==> src/rtl/stopwatch_bcd.sv <==
// rtl/stopwatch_bcd.sv - four-digit BCD event counter with start/stop/clear control
module stopwatch_bcd #(
    parameter int unsigned TICK_DIV = 4
) (
    input  logic        clk_10M,
    input  logic        reset,
    input  logic        clk_500K,
    input  logic        start,
    input  logic        stop,
    input  logic        clear,
    output logic [15:0] bcd,
    output logic        running,
    output logic        ovf
);

    typedef enum logic [1:0] {
        IDLE  = 2'd0,
        RUN   = 2'd1,
        PAUSE = 2'd2
    } state_t;

    localparam logic [15:0] PRESC_LAST = 16'(TICK_DIV - 1);

    state_t      state;
    state_t      state_next;
    logic        s0;
    logic        s1;
    logic        rise_edge;
    logic [15:0] prescaler;
    logic [16:0] bcd_next;

    // Returns {wrap_carry, incremented_value}; each digit rolls 9 -> 0 and carries.
    function automatic logic [16:0] bcd_inc(input logic [15:0] v);
        logic [15:0] r;
        logic        carry;
        r     = v;
        carry = 1'b1;
        for (int i = 0; i < 4; i++) begin
            if (carry) begin
                if (v[4*i +: 4] >= 4'd9) begin
                    r[4*i +: 4] = 4'd0;
                end else begin
                    r[4*i +: 4] = v[4*i +: 4] + 4'd1;
                    carry       = 1'b0;
                end
            end
        end
        return {carry, r};
    endfunction

    assign rise_edge = s0 & ~s1;
    assign bcd_next  = bcd_inc(bcd);

    always_ff @(posedge clk_10M) begin
        if (reset) begin
            state <= IDLE;
        end else begin
            state <= state_next;
        end
    end

    // A lone stop outside RUN is swallowed rather than falling through to start.
    always_comb begin
        state_next = state;
        if (clear) begin
            state_next = IDLE;
        end else if (stop) begin
            if (state == RUN) begin
                state_next = PAUSE;
            end
        end else if (start) begin
            if (state != RUN) begin
                state_next = RUN;
            end
        end
    end

    always_ff @(posedge clk_10M) begin
        if (reset) begin
            s0        <= 1'b0;
            s1        <= 1'b0;
            prescaler <= 16'd0;
            bcd       <= 16'h0000;
            running   <= 1'b0;
            ovf       <= 1'b0;
        end else begin
            s0      <= clk_500K;
            s1      <= s0;
            running <= (state_next == RUN);
            ovf     <= 1'b0;
            if (clear) begin
                prescaler <= 16'd0;
                bcd       <= 16'h0000;
            end else if ((state == RUN) && rise_edge) begin
                // Uses the current state, so an edge alongside stop still counts.
                if (prescaler == PRESC_LAST) begin
                    prescaler <= 16'd0;
                    bcd       <= bcd_next[15:0];
                    ovf       <= bcd_next[16];
                end else begin
                    prescaler <= prescaler + 16'd1;
                end
            end
        end
    end

endmodule
==> config.mk <==
export PLATFORM = sky130hd
export DESIGN_NAME = stopwatch_bcd
export DESIGN_NICKNAME = d
export VERILOG_FILES = /design/src/rtl/stopwatch_bcd.sv
export SDC_FILE = /design/constraint.sdc
export NUM_CORES = 1
export LEC_CHECK = 0
export CORE_MARGIN = 5
export CORE_UTILIZATION = 52
export CTS_BUF_LIST = sky130_fd_sc_hd__clkbuf_16
export DETAILED_ROUTE_END_ITERATION = 8
export DONT_BUFFER_PORTS = 1
export GPL_ROUTABILITY_DRIVEN = 1
export PLACE_DENSITY = 0.79
export RECOVER_POWER = 100
export REMOVE_ABC_BUFFERS = 1
export SKIP_LAST_GASP = 1
export SLEW_MARGIN = 20
export SYNTH_ARGS = -nofsm -noshare
export SYNTH_HDL_FRONTEND = slang
export SYNTH_SLANG_ARGS = --single-unit
==> constraint.sdc <==
create_clock -name clk_10M -period 2.4 [get_ports clk_10M]
set_input_delay 0.24 -clock clk_10M [delete_from_list [all_inputs] [get_ports clk_10M]]
set_output_delay 0.24 -clock clk_10M [all_outputs]
set_load 0.01 [all_outputs]
==> results.toml <==
[timing]
timing_worst_slew_pin_value_ps = 584
worst_hold_slack_ps = 24.6
final.period_utilization_pct = 92.7
final_setup_slack_of_the_worst_path_ps = 175
final_hold_viol_count = 0
rsz0062_at_grt = "no"
final-max-slew-violation-count = 0
setup_violations = 0
max-slew-margin-rel_pct = 60.8
fin_setup_tns_ps = 0
achievable-frequency_mhz = 449
clock-skew-final_ps = 8.68
layout_min_cycle_time_ps = 2230

[clock_network]
post_cts.repair.setup_buffers = 0
h_tree_levels = 2
cts_buffer_count = 5
post_cts_resized = 0
clkTransAtPathRegs_ps = 60
clock_tree_from_tritoncts = "yes"
clockRootBuffer = "clkbuf_16"
worstSkewPairLatency_ps = 290
cts.sinks = 38
post_cts_hold_buffer_count = 0
cts_buffer_depth = 2

[yosys]
synth-seq-cells = 38
synthesis.area_mm2 = 0.00188
synthesis.instances = 214
share_of_the_synthesized_area_in_the_top_cell_type_pct = 40.5
netlist.top_cell.by_area = "dfxtp_1"
asyncSetResetFlopFracSynth_pct = 0
synthesis.area_per_instance_um2 = 8.79
synth_enable_flop_cells = 0
synth-main-ff-cell = "dfxtp_1"
yosysUniqueCellTypes = 43
post-synth-top-count-cell = "dfxtp_1"
most_numerous_cell_types_in_the_synthesized_netlist = "dfxtp_1 (38), nor2_1 (25), nand2_1 (20)"
synth.yosys.warnings = 0
synth_area_leaders = "dfxtp_1 (40%), ha_1 (8.6%), nor2_1 (5.0%)"
yosysSeqAreaShare_pct = 40.5

[die]
rows = 21
die_area_mm2 = 0.00492
die_width_um = 70.1
core_area_mm2 = 0.00342
floorplan.die.height_um = 70.1
design.portCount = 24
starting_utilization_of_the_core_area_pct = 55.1

[min_path]
min_path_type = "primary input to register"
worstHoldEndpoint = "s1"
holdPathStages = 1
hp-start = "reset"

[critical_path]
r2r_end = "bcd[6]"
worstSetupPathType = "register to register"
worstPathMaxFanout = 10
crit_required_ps = 2620
critPathLaunchType = "register"
r2r_start = "state[1]"
rrSetupSlack_ps = 170
timing.critical_path.arrival_ps = 2450
r2r.worst_path.cells = 6
setup.worst_path.end_class = "register"

[grt]
antenna_violations_before_repair = 0
groute.usage.overall_pct = 16.5
grt_first_pass_wirelength_mm = 6.57
maximum_number_of_pins_on_one_net_before_global_route_repair = 17
first_global_vias = 1378
grt_overflow = 0

[placed_design]
dp_hpwl_mm = 2.69
gp_congestion = 0.815
portBuffers = 0
placedInstanceArea_mm2 = 0.00196
post-place-ws_ps = 169

[drt]
dr.pass1.iters = 4
routed_wire_length_per_instance_um = 14.1
drcViolationCount = 0
first_iter_violations = 99
via_count = 1496
vias_per_cell = 5.58
ant_nets = 0
drt_wl_total_mm = 3.79

[pwr]
power_per_cell_area_mw_per_mm2 = 701
netsw_w = 0.000268
power.share.clock_pct = 56.2
share_of_power_burned_in_registers_pct = 42.4
proportion_of_total_power_due_to_net_switching_pct = 17.9
p_leak_nw = 0.897
combPwrFrac_pct = 1.4
p_int_w = 0.00123
power.ir.vdd_worst_mv = 0.531

[outcome]
run_status = "complete, no violations"

[layout]
fin_area_mm2 = 0.00214
areaGrowthSynthToFinish_pct = 13.7
insertedDiodeCount = 0
fillerInstances = 303
drive_gt1_share_pct = 8.11
finalNetCount = 240

[run]
max_cap_viol_count = 0
state kept, by name, indices dropped and copies added, names as in the netlist:
signal,count
bcd,16
running,1
ovf,1
s0,1
state,2
prescaler,16
s1,1
per-stage QoR:
stage	std cells	power (W)	util (%)
6_report	268	0.00150	62.6
5_1_grt	268	0.00154	62.6
4_1_cts	268	0.00151	62.9
3_5_place_dp	260	0.000671	57.4
3_3_place_gp	260	0.000671	57.4
2_1_floorplan	207	0.000662	-
power groups by stage:
stage                     Clock [W]  Combinational, W  Sequential [W]
after floorplan                   0         0.0000137        0.000649
after global placement            0         0.0000216        0.000649
after detailed placement          0         0.0000215        0.000649
after CTS                  0.000855         0.0000216        0.000635
after global routing       0.000881         0.0000235        0.000635
final                      0.000843         0.0000210        0.000635
worst max-delay path, stage by stage (launching register included):
cell,delay (ps)
dfxtp_1,320
nor4bb_1,260
buf_4,190
nand2_4,100
or4_1,640
or4b_1,500
a21oi_1,150
worst max path at each step:
| stage | start | to | slack (ps) | depth (start not counted) |
|---|---|---|---|---|
| after detailed placement | state[1] | bcd[6] | 170 | 6 |
| after global placement | state[1] | bcd[6] | 210 | 6 |
| after floorplan | state[1] | bcd[6] | -170 | 5 |
| final | state[1] | bcd[6] | 170 | 6 |
| after CTS | state[1] | bcd[6] | 160 | 6 |
| after global routing | state[1] | bcd[6] | 80 | 6 |
placed cells by master, fill, tap and decap left out, types with 2 or more instances in the layout:
master and instances:
xnor2_1 5, and3_1 6, nor3b_1 2, a21oi_1 6
nand4b_1 2, a41oi_1 2, buf_4 4, inv_1 12
nor3_1 9, o31ai_1 2, xor2_1 10, and3_2 2
mux2i_1 5, clkbuf_1 2, nand2_1 20, ha_1 13
nand4_1 4, o21ai_0 4, and4_1 2, nor4_1 5
dfxtp_1 38, nor2_1 25, o211a_1 2, bufinv_16 2
nor2b_1 2, clkbuf_16 5, nand3_1 12
kinds of logic (layout without fill, tap and decap cells):
logic type / count (synthesis) / count (layout) / share of synthesized area (%)
buffers and inverters: 19 / 27 / 4.06
and+or+nand+nor: 100 / 100 / 28.3
adders and majority gates: 13 / 13 / 8.65
AOI/OAI and AO/OA: 24 / 24 / 8.92
muxes: 5 / 5 / 2.66
DFF: 38 / 38 / 40.5
xor gates and xnor gates: 15 / 15 / 6.99
layout make-up:
type / count / area (um2) / area share (%)
Clock inverter: 3 / 63.8 / 2.98
Tap cell: 46 / 57.6 / 2.69
Sequential cell: 38 / 761 / 35.6
Timing Repair Buffer: 7 / 42.5 / 1.99
Inverter: 12 / 45.0 / 2.11
Clock buffer: 5 / 125 / 5.85
Multi-Input combinational cell: 157 / 1040 / 48.8
routing by layer:
metal | wire, um | up-vias | GRT usage [%]
li1 | - | 765 | -
met1 | 1910 | 690 | 22.5
met2 | 1600 | 35 | 23.5
met3 | 206 | 6 | 5.88
met4 | 73 | 0 | 7.02
met5 | 0 | - | 0
Power figures use the tool's default switching activity.
